### src/rtl/bpsk_pkg.sv
// rtl/bpsk_pkg.sv - shared BPSK constants for modulator and demodulator
package bpsk_pkg;

  localparam int SINE_WIDTH         = 12;
  localparam int DATA_WIDTH         = 8;
  localparam int SAMPLES_PER_SYMBOL = 2**DATA_WIDTH;
  localparam int BITS_PER_WORD      = DATA_WIDTH + 1;
  localparam int MIDSCALE           = 2**(SINE_WIDTH-1);
  localparam int ACC_WIDTH          = SINE_WIDTH + DATA_WIDTH + 1;

endpackage

### src/rtl/bpsk_correlator.sv
// rtl/bpsk_correlator.sv - half-period add/subtract correlator with symbol phase counter
module bpsk_correlator
  import bpsk_pkg::*;
(
  input  logic                  clk,
  input  logic                  arst_n,
  input  logic                  en,
  input  logic [SINE_WIDTH-1:0] sample_in,
  input  logic                  sample_valid,
  output logic                  symbol_done,
  output logic                  bit_dec
);

  logic [DATA_WIDTH-1:0]       phase_cnt;
  logic signed [ACC_WIDTH-1:0] acc;
  logic signed [ACC_WIDTH-1:0] acc_next;
  logic signed [SINE_WIDTH:0]  s;
  logic signed [ACC_WIDTH-1:0] s_ext;
  logic                        accept;

  assign accept = en & sample_valid;
  assign s      = $signed({1'b0, sample_in}) - $signed((SINE_WIDTH+1)'(MIDSCALE));
  assign s_ext  = {{(ACC_WIDTH-SINE_WIDTH-1){s[SINE_WIDTH]}}, s};

  always_comb begin
    acc_next = acc + s_ext;
    if (phase_cnt[DATA_WIDTH-1]) acc_next = acc - s_ext;
  end

  // A zero correlation (tie) decides 0.
  assign bit_dec     = !acc_next[ACC_WIDTH-1] && (acc_next != '0);
  assign symbol_done = accept && (phase_cnt == '1);

  always_ff @(posedge clk or negedge arst_n) begin
    if (!arst_n) begin
      phase_cnt <= '0;
      acc       <= '0;
    end else if (!en) begin
      phase_cnt <= '0;
      acc       <= '0;
    end else if (sample_valid) begin
      phase_cnt <= phase_cnt + DATA_WIDTH'(1);
      acc       <= (phase_cnt == '1) ? '0 : acc_next;
    end
  end

endmodule

### src/rtl/bpsk_demodulator.sv
// rtl/bpsk_demodulator.sv - BPSK receiver: bit decisions reassembled LSB first into words
module bpsk_demodulator
  import bpsk_pkg::*;
(
  input  logic                  clk,
  input  logic                  arst_n,
  input  logic                  en,
  input  logic [SINE_WIDTH-1:0] sample_in,
  input  logic                  sample_valid,
  output logic                  bit_out,
  output logic                  bit_valid,
  output logic [DATA_WIDTH:0]   data_out,
  output logic                  data_valid
);

  localparam int BIT_CNT_W = $clog2(BITS_PER_WORD);

  logic                     symbol_done;
  logic                     bit_dec;
  logic [BIT_CNT_W-1:0]     bit_cnt;
  logic [DATA_WIDTH:0]      shreg;
  logic [DATA_WIDTH:0]      word_next;

  bpsk_correlator u_corr (
    .clk          (clk),
    .arst_n       (arst_n),
    .en           (en),
    .sample_in    (sample_in),
    .sample_valid (sample_valid),
    .symbol_done  (symbol_done),
    .bit_dec      (bit_dec)
  );

  always_comb begin
    word_next = shreg;
    for (int i = 0; i < BITS_PER_WORD; i++) begin
      if (bit_cnt == BIT_CNT_W'(i)) word_next[i] = bit_dec;
    end
  end

  // bit_out/data_out hold across en=0; only progress state and valids clear.
  always_ff @(posedge clk or negedge arst_n) begin
    if (!arst_n) begin
      bit_cnt    <= '0;
      shreg      <= '0;
      bit_out    <= 1'b0;
      bit_valid  <= 1'b0;
      data_out   <= '0;
      data_valid <= 1'b0;
    end else if (!en) begin
      bit_cnt    <= '0;
      shreg      <= '0;
      bit_valid  <= 1'b0;
      data_valid <= 1'b0;
    end else begin
      bit_valid  <= 1'b0;
      data_valid <= 1'b0;
      if (symbol_done) begin
        bit_out   <= bit_dec;
        bit_valid <= 1'b1;
        if (bit_cnt == BIT_CNT_W'(DATA_WIDTH)) begin
          data_out   <= word_next;
          data_valid <= 1'b1;
          bit_cnt    <= '0;
          shreg      <= '0;
        end else begin
          shreg   <= word_next;
          bit_cnt <= bit_cnt + BIT_CNT_W'(1);
        end
      end
    end
  end

endmodule
### config.mk
export PLATFORM = sky130hd
export DESIGN_NAME = bpsk_demodulator
export DESIGN_NICKNAME = d
export VERILOG_FILES = /design/src/rtl/bpsk_pkg.sv /design/src/rtl/bpsk_correlator.sv /design/src/rtl/bpsk_demodulator.sv
export SDC_FILE = /design/constraint.sdc
export NUM_CORES = 1
export LEC_CHECK = 0
export ABC_AREA = 0
export CORE_ASPECT_RATIO = 1.5
export CORE_MARGIN = 4
export CORE_UTILIZATION = 66
export CTS_BUF_LIST = sky130_fd_sc_hd__clkbuf_2 sky130_fd_sc_hd__clkbuf_4 sky130_fd_sc_hd__clkbuf_8
export DETAILED_ROUTE_END_ITERATION = 6
export PLACE_DENSITY = 0.94
export SLEW_MARGIN = 20
export SYNTH_ARGS = -nofsm -noshare
export SYNTH_HDL_FRONTEND = slang
export SYNTH_SLANG_ARGS = --single-unit
### constraint.sdc
create_clock -name clk -period 7.1 [get_ports clk]
set_clock_uncertainty 0.15 [all_clocks]
set_input_delay 0.71 -clock clk [delete_from_list [all_inputs] [get_ports clk]]
set_output_delay 0.71 -clock clk [all_outputs]
set_load 0.005 [all_outputs]
==> results of run 1 <==
## placed cells by master (no fill, tap or decap), types with 5 or more instances in the layout
master / instances
clkdlybuf4s50_1: 26
xnor2_1: 16
a21o_1: 5
nand2_1: 67
xor2_1: 14
nor3_1: 7
and2_1: 9
inv_1: 13
nor2_1: 32
a21oi_1: 41
dfrtp_1: 53
clkbuf_8: 5
o21ai_0: 43
ha_1: 26
a22o_1: 9
nand3_1: 8
nand4_1: 7
o31ai_1: 12
## flip-flops by register name, indices dropped and copies added, names as in the netlist
register / count
bit_cnt: 4
bit_out: 1
bit_valid: 1
data_out: 9
data_valid: 1
shreg: 8
u_corr.acc: 21
u_corr.phase_cnt: 8
## logic make-up after synthesis
family          after synthesis  synth area share (%)
compound gates              147                  25.7
xor+xnor                     30                  7.11
fa+ha+maj                    27                  9.34
buf+inv                      29                  3.08
flops                        53                  35.9
mux                           2                 0.575
simple gates                150                  18.3
## metal layers
layer / share of wire [%] / global-route usage, %
met3: 4.4 / 3.84
met2: 52 / 51.5
met1: 37 / 29.8
met5: 0 / 0
met4: 6.7 / 20.3
## cell type report
| cell class | instances | area [sq um] |
|---|---|---|
| clock inverter | 2 | 13.8 |
| tap | 70 | 87.6 |
| multi-input combinational | 356 | 2260 |
| timing repair buffer | 29 | 280 |
| fill | 407 | 1360 |
| clock buffer | 6 | 76.3 |
| inverter | 13 | 48.8 |
| sequential | 53 | 1330 |
## worst reg2reg max path, cell delays in order (launching register included)
cell      delay, ps
dfrtp_1         630
mux2_2          420
fa_1            420
nand2b_1        180
a211o_1         320
a31o_2          280
o31ai_1         530
xor2_1          170
or4_1           600
o41ai_4         680
o31ai_1         160
## final timing paths
| path | startpoint | to | slack [ps] |
|---|---|---|---|
| setup / recovery | sample_in[3] | shreg[5] | 1800 |
| hold / removal | data_out[5] | data_out[5] | 350 |
| setup reg to reg | u_corr.phase_cnt[7] | shreg[5] | 2420 |
| hold reg to reg | data_out[5] | data_out[5] | 350 |
| max in group asynchronous | arst_n | shreg[3] | 5980 |
| min in group asynchronous | arst_n | u_corr.acc[12] | 370 |
## stage by stage
stage,cell area (sq um),utilization [%],worst slack [ps],hold slack (ps)
after floorplan,3700,-,2720,264
after global placement,4000,73.4,1780,314
after detailed placement,4000,73.4,1570,329
after CTS,4090,75.0,1890,351
after global routing,4090,75.1,1580,389
final,4090,75.1,1800,347
## report_power, final
| part | switching (uW) | leakage, uW | internal (uW) |
|---|---|---|---|
| logic | 196 | 0.00105 | 114 |
| clock network | 101 | 0.0000490 | 74.3 |
| registers | 14.9 | 0.000725 | 322 |
| total | 311 | 0.00182 | 511 |
==> summary.md, run 1 <==
| Metric | Value |
|---|---|
| WP data required | `7120 ps` |
| Final WL | `9.44 mm` |
| Slew Viols, Final | `0` |
| Tmin final | `5300 ps` |
| Starting DRT DRC Count | `222` |
| Die H | `99.7 um` |
| Max cap viols | `0` |
| Routed via count | `3406` |
| Hold-fix buffers, CTS | `0` |
| Worst hold path type | `flop to flop` |
| Pleak | `0.00182 uW` |
| Ports | `28` |
| Final Wtd Congestion | `0.932` |
| Yosys warning count | `0` |
| Clk Latency, worst-skew pair | `310 ps` |
| Final setup vio count | `0` |
| Crit Path Max Fanout | `10` |
| Area leader, netlist | `dfrtp_1` |
| Endpoints failing hold | `0` |
| Placeable core area | `5450 sq um` |
| Clk root buf | `clkbuf_8` |
| Post-synth ARST share | `100%` |
| Largest net degree at the start of global routing | `54` |
| TritonCTS buffer count | `5` |
| Initial Utilization | `67.8%` |
| Final Non-Filler Cells | `529` |
| CP bufs+invs | `1` |
| Worst path cell trace | `clkdlybuf4s50_1 -> nor4_1 -> a41oi_1 -> xor2_1 -> ha_1 -> nand2_1 -> nor4_1 -> a31oi_1 -> a31oi_1 -> o221ai_1 -> or4_1 -> o41ai_4 -> o31ai_1` |
| Nets | `501` |
| Cells after DPL | `521` |
| Post-synth top area share | `35.9%` |
| Clock Pin Slew Worst Setup and Hold Paths | `100 ps` |
| Status | `completed` |
| WL per Instance | `17.9 um` |
| Die ar. | `6890 sq um` |
| Crit path max-delay family | `simple AND/OR/NAND/NOR gates` |
| Post-cts gate resize count | `0` |
| Crit path capture type | `flop` |
| Type of origin of the critical path | `primary input` |
| Slowest cell on crit path | `o41ai_4` |
| Worst slew pin tran | `972 ps` |
| Setup TNS | `0 ps` |
| Initial antenna violation count | `0` |
| Grt ovf | `0` |
| Flops & latches, synth | `53` |
| IO Port Bufs | `27` |
| Die X | `69.1 um` |
| ANT cells | `0` |
| Slew headroom | `34.9%` |
| DRC viols | `0` |
| Postcts setup bufs | `0` |
| Max VDD drop | `0.000186 V` |
| PD cells | `201 nW/um^2` |
| Layout area overhead | `10.7%` |
| Vias per cell | `6.44` |
| Area contributors post-synth | `dfrtp_1 (36%), ha_1 (8.8%), nand2_1 (6.8%), o21ai_0 (5.8%), a21oi_1 (5.6%)` |
| Hpwl dp | `7.17 mm` |
| R2r worst-path depth | `10` |
| # rows | `33` |
| Post-Syn Area | `3700 sq um` |
| Drt first pass iters | `5` |
| Top-count cell post-synth | `nand2_1` |
| CP arrival | `5320 ps` |
| Max clock buf depth | `2` |
| CTS tree | `done` |
| Commonest cells in the netlist | `nand2_1 (67), dfrtp_1 (53), o21ai_0 (43)` |
| Period utilization | `74.7%` |
| WP depth | `13` |
| CTS Sinks | `53` |
| Tot Pwr | `821 uW` |
| Ratio of cells with drive above 1 in the final layout | `4.14%` |
| Mapped Cells | `438` |
| ANT nets after route | `0` |
| F_max | `189 MHz` |
| RSZ-0062 raised after global routing | `no` |
| First-pass GRT wire length | `15.9 mm` |
| Post-Syn Nets | `481` |
| Tot GR Track Use | `28.4%` |
| Vias in the first global route | `3485` |
| Syn Area/Cell | `8.44 sq um` |
| Worst path max stage delay | `680 ps` |
| Post-synth EDFFs | `0` |
| H-tree depth | `2` |
| WHS Path Cells | `2` |
| Kind of critical path | `primary input to flop` |
| Cell variety after synth | `52` |
| Sequential fraction of the synthesis area | `35.9%` |
| Main synth FF type | `dfrtp_1` |
(Power assumes the default switching activity.)
==> run 2, diff against run 1 <==
--- a/config.mk
+++ b/config.mk
@@ -8,10 +8,10 @@
 export ABC_AREA = 0
 export CORE_ASPECT_RATIO = 1.5
 export CORE_MARGIN = 4
-export CORE_UTILIZATION = 66
+export CORE_UTILIZATION = 61
 export CTS_BUF_LIST = sky130_fd_sc_hd__clkbuf_2 sky130_fd_sc_hd__clkbuf_4 sky130_fd_sc_hd__clkbuf_8
 export DETAILED_ROUTE_END_ITERATION = 6
-export PLACE_DENSITY = 0.94
+export PLACE_DENSITY = 0.88
 export SLEW_MARGIN = 20
 export SYNTH_ARGS = -nofsm -noshare
 export SYNTH_HDL_FRONTEND = slang
==> constraint.sdc (replaced) <==
create_clock -name clk -period 5.05 [get_ports clk]
set_clock_uncertainty 0.15 [all_clocks]
set_input_delay 0.505 -clock clk [delete_from_list [all_inputs] [get_ports clk]]
set_output_delay 0.505 -clock clk [all_outputs]
set_load 0.005 [all_outputs]
==> summary.md, run 2 (synthesized netlist as in run 1, its figures left out) <==
| Metric | Value |
|---|---|
| Status | `completed (unchanged)` |
| ANT cells | `0 (unchanged)` |
| Worst slew pin tran | `965 ps (was 972 ps)` |
| Final setup vio count | `0 (unchanged)` |
| Max VDD drop | `0.000204 V (was 0.000186 V)` |
| Hpwl dp | `7.08 mm (was 7.17 mm)` |
| Most common cell after layout, fill and taps aside | `nand2_1 (unchanged)` |
| Slew headroom | `35.4% (was 34.9%)` |
| Clk root buf | `clkbuf_8 (unchanged)` |
| Largest registers | `u_corr.acc (21), data_out (9) (unchanged)` |
| Clock Pin Slew Worst Setup and Hold Paths | `110 ps (was 100 ps)` |
| DRC viols | `0 (unchanged)` |
| H-tree depth | `2 (unchanged)` |
| Vias in the first global route | `3340 (was 3485)` |
| Min Hold Slack | `139 ps (was 347 ps)` |
| Type of origin of the critical path | `primary input (unchanged)` |
| Max cap viols | `0 (unchanged)` |
| Setup TNS | `0 ps (unchanged)` |
| WP data required | `5070 ps (was 7120 ps)` |
| Largest Register | `u_corr.acc (unchanged)` |
| Post-place instance area | `4070 sq um (was 4000 sq um)` |
| Grt ovf | `0 (unchanged)` |
| Final Instance Area | `4180 sq um (was 4090 sq um)` |
| Placeable core area | `5830 sq um (was 5450 sq um)` |
| Max clock buf depth | `2 (unchanged)` |
| Die H | `103 um (was 99.7 um)` |
| Max reg flops | `21 (unchanged)` |
| ANT nets after route | `0 (unchanged)` |
| # rows | `34 (was 33)` |
| Final Util | `71.7% (was 75.1%)` |
| Kind of critical path | `primary input to flop (unchanged)` |
| Vias per cell | `6.25 (was 6.44)` |
| Nets | `510 (was 501)` |
| Routed via count | `3373 (was 3406)` |
| Initial antenna violation count | `0 (unchanged)` |
| WL per Instance | `17.2 um (was 17.9 um)` |
| Tot Pwr | `1180 uW (was 821 uW)` |
| Leading cell types in the layout, fill and taps excluded | `nand2_1 (67), dfrtp_1 (53), o21ai_0 (43), a21oi_1 (41), nor2_1 (32) (unchanged)` |
| Ports | `28 (unchanged)` |
| CP arrival | `4760 ps (was 5320 ps)` |
| F_max | `211 MHz` |
| Period utilization | `93.9%` |
| CTS Sinks | `53 (unchanged)` |
| Die X | `71.6 um (was 69.1 um)` |
| Final WL | `9.26 mm (was 9.44 mm)` |
| Endpoints failing hold | `0 (unchanged)` |
| Postcts setup bufs | `0 (unchanged)` |
| Worst hold path type | `primary input to async pin (was flop to flop)` |
| CTS tree | `done (unchanged)` |
| PD cells | `282 nW/um^2 (was 201 nW/um^2)` |
| RSZ-0062 raised after global routing | `no (unchanged)` |
| Starting DRT DRC Count | `146 (was 222)` |
| Ratio of cells with drive above 1 in the final layout | `6.41% (was 4.14%)` |
| Pleak | `0.00186 uW (was 0.00182 uW)` |
| Tot GR Track Use | `26.5% (was 28.4%)` |
| Largest net degree at the start of global routing | `54 (unchanged)` |
| Crit path capture type | `flop (unchanged)` |
| Layout area overhead | `13.0% (was 10.7%)` |
| TritonCTS buffer count | `5 (unchanged)` |
| Final Wtd Congestion | `0.944 (was 0.932)` |
| Drt first pass iters | `7 (was 5)` |
| First-pass GRT wire length | `15.4 mm (was 15.9 mm)` |
| IO Port Bufs | `27 (unchanged)` |
| Initial Utilization | `63.4% (was 67.8%)` |
| Crit Path Max Fanout | `10 (unchanged)` |
| Slew Viols, Final | `0 (unchanged)` |
| Die ar. | `7390 sq um (was 6890 sq um)` |
| Tmin final | `4740 ps` |
| Clk Latency, worst-skew pair | `320 ps (was 310 ps)` |
-- run 2: cell count changes in the layout (fill, tap and decap cells not counted), sizes merged --
cell      previous run  this run
buf                  3        12
clkinv               1         0
clkinvlp             0         2
clkbuf               6         5
-- run 2: area by class of cell --
type / instances / area, sq um
well taps: 72 / 90.1
clock inverters: 3 / 26.3
multi-input cells: 356 / 2270
repair buffers: 38 / 348
flip-flops and latches: 53 / 1330
fillers: 473 / 1650
clock buffers: 5 / 68.8
inverters: 13 / 48.8
-- run 2: worst max-delay path: stages --
cell,delay (ps)
clkdlybuf4s50_1,520
inv_1,60
ha_1,280
mux2_2,280
fa_1,430
nand2b_1,180
a211o_1,340
a31o_2,290
o31ai_1,490
xor2_1,180
or4_1,600
o41ai_4,290
buf_4,220
o31ai_1,90
-- run 2: layer usage --
metal / vias up / global-route usage (%) / part of all wire, %
met2: 60 / 48.9 / 54
met4: 0 / 10.7 / 3.1
met3: 22 / 3.48 / 2.7
met1: 1643 / 30.9 / 41
met5: - / 0 / 0
li1: 1648 / - / -
-- run 2: worst paths after layout --
path / end / start / depth (start not counted) / slack (ps)
setup / recovery: shreg[6] / sample_in[0] / 14 / 310
hold / removal: u_corr.acc[9] / arst_n / 2 / 140
setup reg to reg: shreg[6] / u_corr.phase_cnt[7] / 11 / 730
min in group clk: data_out[4] / data_out[4] / 2 / 340
max in group asynchronous: shreg[2] / arst_n / 2 / 4130
hold reg to reg: data_out[4] / data_out[4] / 2 / 340
-- run 2: through the flow --
step	worst slack [ps]	cells
after floorplan	880	438
after global placement	55.0	532
after detailed placement	-10.4	532
after CTS	330	540
after global routing	4.76	540
final	310	540
-- run 2: power breakdown --
group,leakage [uW],switching (uW),internal [uW]
logic,0.00110,270,171
clock network,0.0000423,160,101
registers,0.000725,21.7,453
-- run 2: repair_timing --
action                     4_1_cts  5_1_grt
setup endpoints to repair        0       10
resized for setup                0        1
hold buffers                     0        0
